### config.mk
export PLATFORM = sky130hd
export DESIGN_NAME = axi_lite_cmd_regs
export DESIGN_NICKNAME = d
export VERILOG_FILES = /design/src/rtl/axi_lite_cmd_regs.sv
export SDC_FILE = /design/constraint.sdc
export NUM_CORES = 1
export LEC_CHECK = 0
export BUFFER_PORTS_ARGS = -buffer_cell sky130_fd_sc_hd__buf_2
export CORE_UTILIZATION = 43
export DETAILED_ROUTE_END_ITERATION = 16
export PLACE_DENSITY = 0.68
export SLEW_MARGIN = 25
export SYNTH_ARGS = -nofsm -noshare
export SYNTH_HDL_FRONTEND = slang
export SYNTH_SLANG_ARGS = --single-unit
### constraint.sdc
create_clock -name clk -period 7.4 [get_ports clk]
set_clock_uncertainty 0.2 [all_clocks]
set_input_delay 1.48 -clock clk [delete_from_list [all_inputs] [get_ports clk]]
set_output_delay 1.48 -clock clk [all_outputs]
set_load 0.01 [all_outputs]
### src/rtl/axi_lite_cmd_regs.sv
// axi_lite_cmd_regs: AXI4-Lite register bank holding the regex coprocessor command inputs and exposing its status/data outputs.
module axi_lite_cmd_regs #(
  parameter int REG_WIDTH  = 32,
  parameter int ADDR_WIDTH = 5
) (
  input  logic                   clk,
  input  logic                   rst,
  input  logic [ADDR_WIDTH-1:0]  s_awaddr,
  input  logic                   s_awvalid,
  output logic                   s_awready,
  input  logic [REG_WIDTH-1:0]   s_wdata,
  input  logic [REG_WIDTH/8-1:0] s_wstrb,
  input  logic                   s_wvalid,
  output logic                   s_wready,
  output logic [1:0]             s_bresp,
  output logic                   s_bvalid,
  input  logic                   s_bready,
  input  logic [ADDR_WIDTH-1:0]  s_araddr,
  input  logic                   s_arvalid,
  output logic                   s_arready,
  output logic [REG_WIDTH-1:0]   s_rdata,
  output logic [1:0]             s_rresp,
  output logic                   s_rvalid,
  input  logic                   s_rready,
  output logic [REG_WIDTH-1:0]   data_in_register,
  output logic [REG_WIDTH-1:0]   address_register,
  output logic [REG_WIDTH-1:0]   start_cc_pointer_register,
  output logic [REG_WIDTH-1:0]   end_cc_pointer_register,
  output logic [REG_WIDTH-1:0]   cmd_register,
  input  logic [REG_WIDTH-1:0]   status_register,
  input  logic [REG_WIDTH-1:0]   data_o_register
);
  localparam int NB = REG_WIDTH / 8;
  localparam int IW = ADDR_WIDTH - 2;
  localparam logic [ADDR_WIDTH-1:0] OFF_RO  = ADDR_WIDTH'('h14);
  localparam logic [ADDR_WIDTH-1:0] OFF_END = ADDR_WIDTH'('h1C);
  localparam logic [1:0] OKAY   = 2'b00;
  localparam logic [1:0] SLVERR = 2'b10;
  typedef enum logic {W_IDLE, W_RESP} w_state_t;
  typedef enum logic [1:0] {R_IDLE, R_WAIT, R_DATA} r_state_t;
  w_state_t w_state, w_next;
  r_state_t r_state, r_next;
  logic aw_done, w_done, aw_hs, w_hs, ar_hs, commit, wr_ok, rd_err;
  logic [ADDR_WIDTH-1:0] aw_addr, ar_addr, wr_addr;
  logic [REG_WIDTH-1:0] w_data, wr_data, rd_sel;
  logic [NB-1:0] w_strb, wr_strb;
  logic [IW-1:0] wr_idx;
  logic [REG_WIDTH-1:0] regs [5];
  assign data_in_register          = regs[0];
  assign address_register          = regs[1];
  assign start_cc_pointer_register = regs[2];
  assign end_cc_pointer_register   = regs[3];
  assign cmd_register              = regs[4];
  // Write side: the commit uses whichever of AW/W is arriving this edge so a same-cycle pair responds next cycle.
  assign aw_hs   = s_awvalid && s_awready;
  assign w_hs    = s_wvalid && s_wready;
  assign wr_addr = aw_done ? aw_addr : s_awaddr;
  assign wr_data = w_done ? w_data : s_wdata;
  assign wr_strb = w_done ? w_strb : s_wstrb;
  assign wr_idx  = wr_addr[ADDR_WIDTH-1:2];
  assign wr_ok   = wr_addr < OFF_RO;
  assign commit  = w_state == W_IDLE && (aw_done || aw_hs) && (w_done || w_hs);
  always_ff @(posedge clk) begin
    if (rst) begin
      w_state <= W_IDLE;
      aw_done <= 1'b0;
      w_done  <= 1'b0;
      s_bresp <= OKAY;
    end else begin
      w_state <= w_next;
      aw_done <= (w_state == W_RESP && s_bready) ? 1'b0 : aw_done || aw_hs;
      w_done  <= (w_state == W_RESP && s_bready) ? 1'b0 : w_done || w_hs;
      if (commit) s_bresp <= wr_ok ? OKAY : SLVERR;
    end
    if (aw_hs) aw_addr <= s_awaddr;
    if (w_hs) begin
      w_data <= s_wdata;
      w_strb <= s_wstrb;
    end
  end
  always_comb begin
    w_next = w_state;
    if (w_state == W_IDLE && commit) w_next = W_RESP;
    if (w_state == W_RESP && s_bready) w_next = W_IDLE;
  end
  always_comb begin
    s_awready = !rst && w_state == W_IDLE && !aw_done;
    s_wready  = !rst && w_state == W_IDLE && !w_done;
    s_bvalid  = w_state == W_RESP;
  end
  always_ff @(posedge clk) begin
    for (int i = 0; i < 5; i++) begin
      if (rst) regs[i] <= '0;
      else if (commit && wr_ok && wr_idx == IW'(i))
        for (int b = 0; b < NB; b++)
          if (wr_strb[b]) regs[i][8*b +: 8] <= wr_data[8*b +: 8];
    end
  end
  // Read side: R_WAIT gives the BRAM behind data_o_register its one cycle of read latency.
  assign ar_hs  = s_arvalid && s_arready;
  assign rd_err = ar_addr >= OFF_END;
  always_comb begin
    rd_sel = '0;
    case (ar_addr[ADDR_WIDTH-1:2])
      IW'(0): rd_sel = regs[0];
      IW'(1): rd_sel = regs[1];
      IW'(2): rd_sel = regs[2];
      IW'(3): rd_sel = regs[3];
      IW'(4): rd_sel = regs[4];
      IW'(5): rd_sel = status_register;
      IW'(6): rd_sel = data_o_register;
      default: rd_sel = '0;
    endcase
  end
  always_ff @(posedge clk) begin
    if (rst) begin
      r_state <= R_IDLE;
      s_rdata <= '0;
      s_rresp <= OKAY;
    end else begin
      r_state <= r_next;
      if (r_state == R_WAIT) begin
        s_rdata <= rd_err ? '0 : rd_sel;
        s_rresp <= rd_err ? SLVERR : OKAY;
      end
    end
    if (ar_hs) ar_addr <= s_araddr;
  end
  always_comb begin
    r_next = r_state;
    case (r_state)
      R_IDLE:  r_next = ar_hs ? R_WAIT : R_IDLE;
      R_WAIT:  r_next = R_DATA;
      R_DATA:  r_next = s_rready ? R_IDLE : R_DATA;
      default: r_next = R_IDLE;
    endcase
  end
  always_comb begin
    s_arready = !rst && r_state == R_IDLE;
    s_rvalid  = r_state == R_DATA;
  end
endmodule

==> summary.md <==
| Metric | Value |
|---|---|
| Outcome | `completed` |
| Complex-gate fraction of the synthesized area | `0.0911` |
| Number of levels the H-tree was split into | `1` |
| Die extent in x | `161 um` |
| Final Wtd Congestion | `0.877` |
| Clock buffers created by TritonCTS | `26` |
| Per-instance average area after synthesis | `13.0 um^2` |
| CTS hold repair buffers | `0` |
| Minimum clock period | `4.17 ns` |
| Largest fanout on the critical path | `20` |
| I/O Pins | `roughly 320` |
| Top_reg_cell synth | `edfxtp_1` |
| FF+latch area | `6850 um^2` |
| Layout net count | `between 1000 and 1500` |
| Chip Height | `approximately 160 um` |
| Final period util | `0.564` |
| Combined area of the multi-input logic cells | `roughly 3900 um^2` |
| Total negative setup slack | `0 ns` |
| First-pass GRT wire length | `just over 50000 um` |
| Max Transition Viols Final | `0` |
| Average wire per cell in the routed design | `about 23 um` |
| Cell repeated most along the worst path | `buf_2` |
| Starting Density | `0.442` |
| Sequential-to-total area share from yosys stat | `0.629` |
| Maximum single-stage delay on the critical path | `between 0.4 and 0.5 ns` |
| Maximum vdd ir drop | `roughly 130 uV` |
| Hold Path Class | `flop to flop` |
| Highest-delay cell along the critical path | `or2_2` |
| Number of fill cells in the layout | `~2100` |
| Cells along the critical path | `buf_2 -> or2_2 -> nor2_1 -> buf_2` |
| Slew at the pin closest to its max-slew limit | `1.01 ns` |
| Maximum number of buffers from clock root to sink | `3` |
| CTS-repair resized insts | `0` |
| Final Routed Wirelength | `roughly 35000 um` |
| Number of rows created at floorplan | `57` |
| Static Leakage | `approximately 0.0056 uW` |
| Detailed router's first-iteration violation count | `803` |
| Worst-case headroom to the max-slew limit | `0.324` |
| Placement-stage worst setup slack | `3.22 ns` |
| Post-synthesis share of cell area spent on and, or, nand and nor gates | `0.134` |
| Distinct cell type count after synthesis | `slightly below 50` |
| Number of flip-flops and latches in the synthesized netlist | `241` |
| Synth Area in XOR/XNOR | `0` |
| Core area | `between 20000 and 25000 um^2` |
| TritonCTS clock tree | `done` |
| Combined global-route utilization of all metal layers | `0.266` |
| Worst Slack Setup Final | `3.23 ns` |
| Setup repair after global routing missed its margin | `false` |
| Post-synthesis adder-cell area fraction | `0` |
| Sinks on the clock net | `between 200 and 250` |
| Clock Pin Slew Worst Setup and Hold Paths | `~0.06 ns` |
| Via count normalized by instance count | `about 5.6` |
| Count of mapped cells out of synthesis | `840` |
| Overflow left after global routing | `0` |
| Number of enable flip-flop cells after synthesis | `approximately 200` |
| Fraction of final layout cells sized beyond drive strength 1 | `0.406` |
| Synth async-reset ratio | `0` |
| Nature of the critical path endpoint | `output port` |
| PwrDens | `about 240 nW/um^2` |
| Pin count of the biggest net entering global routing | `56` |
| FMAX | `~0.24 GHz` |
| Start-to-end type of the worst setup path | `primary input to output port` |
| First-pass DRT Iterations | `5` |
| Vias in the first global route | `around 8000` |
| Hold Fails Final Rpt | `0` |
| Main combinational cell family by area after synthesis | `simple AND/OR/NAND/NOR gates` |
| Worst setup SP type | `primary input` |
| Endpoint arrival time on the critical path | `2.49 ns` |
| Multiplexer share of the synthesized area | `0.125` |
| Number of input and output port buffers inserted | `a little over 300` |
| Total Die Area | `roughly 26000 um^2` |
| Power after layout | `around 3300 uW` |
| Final core utilization | `0.560` |
| Final HPWL DP | `approximately 25000 um` |
| DRC violations left | `0` |
| Number of buffers added for setup after CTS | `0` |
| Antenna-violating nets left | `0` |
| Worst-skew pair later-pin latency | `approximately 0.53 ns` |
| Data required time of the critical path | `5.72 ns` |
| Total number of vias | `8488` |
| Initial antenna violation count | `8` |
| Cell at the root of the clock tree | `clkbuf_16` |
| Setup violations, final | `0` |
| Synth warnings | `0` |
| Max-cap violations | `0` |
| Summed instance area of the synthesized netlist | `about 11000 um^2` |
| Synthesis-to-layout area growth | `26.5%` |
==> cells by family (layout without fill, tap and decap cells) <==
kind of cell	after synthesis	after routing
flops	241	241
compound gates	127	127
buf+inv	52	392
simple gates	319	319
mux	100	100
other cells	1	6
==> final cells by class <==
cell class	count	area share
Tap cell	324	0.0294
Clock buffer	37	0.0533
Sequential cell	241	0.497
Multi-Input combinational cell	548	0.280
Timing Repair Buffer	339	0.128
Clock inverter	11	0.00945
Antenna cell	4	0.000727
Inverter	5	0.00136
==> placed cells by master, fill, tap and decap left out, types with 10 or more instances in the layout <==
master	n
a21oi_1	12
a221oi_1	21
buf_2	311
mux4_2	23
dfxtp_1	38
nor2_1	148
clkbuf_16	27
a22o_1	10
o21ai_0	13
o31ai_1	24
edfxtp_1	202
and2b_1	16
buf_4	28
mux2_2	60
nand2_1	75
mux2i_1	16
nand2b_1	13
nor2b_1	25
==> critical path: cells and delay by family <==
family	cells	cell delay (ns)
simple gates	2	0.60
buf+inv	2	0.41
==> final timing paths <==
path | startpoint | end | slack, ns | depth (start not counted)
worst min register to register | s_rdata[23] | s_rdata[23] | 0.25 | 2
worst max register to register | ar_addr[3] | s_rdata[0] | 4.24 | 5
worst min-delay path | s_rdata[23] | s_rdata[23] | 0.25 | 2
worst max-delay path | rst | s_wready | 3.23 | 4
==> routing by layer <==
layer	GRT usage	share of wire	vias up
li1	-	-	3809
met1	0.361	0.41	4166
met2	0.426	0.47	427
met3	0.0496	0.078	80
met4	0.0973	0.034	6
met5	0	0.0013	-
==> cells in the mapped netlist (all sizes together) (4+ instances only) <==
master	number	area share
a21oi	12	0.0055
a31o	4	0.0032
a22o	10	0.0080
and3	5	0.0029
nor2b	26	0.015
a221o	5	0.0046
nor2	149	0.051
a221oi	21	0.017
clkbuf	24	0.0083
nand3	9	0.0041
or2	7	0.0040
nand2b	13	0.0075
buf	23	0.010
edfxtp	202	0.56
mux4	23	0.048
and2b	16	0.011
a211oi	5	0.0046
a32o	6	0.0055
dfxtp	39	0.072
mux2	60	0.062
and2	8	0.0046
o21ai	15	0.0069
mux2i	17	0.016
nand2	75	0.026
a22oi	6	0.0041
inv	4	0.0014
o31ai	26	0.019
==> power breakdown <==
| group | total, uW | switching, uW | internal (uW) |
|---|---|---|---|
| sequential | 1570 | 38.0 | 1530 |
| clock | 1320 | 527 | 792 |
| combinational | 382 | 231 | 151 |
==> state kept, by name, indices dropped and copies added, names as in the netlist <==
name	flops
r_state	2
regs	160
s_bvalid	1
w_done	1
aw_addr	3
w_data	32
s_bresp	1
aw_done	1
w_strb	4
s_rdata	32
ar_addr	3
s_rresp	1
==> stage by stage <==
step | std cells | area [um^2] | hold WS [ns]
2_1_floorplan | 841 | 10900 | 0.276
3_3_place_gp | 1457 | 12900 | 0.233
3_5_place_dp | 1457 | 12900 | 0.234
4_1_cts | 1505 | 13800 | 0.247
5_1_grt | 1506 | 13800 | 0.272
6_report | 1509 | 13800 | 0.247
Power figures use the tool's default switching activity.
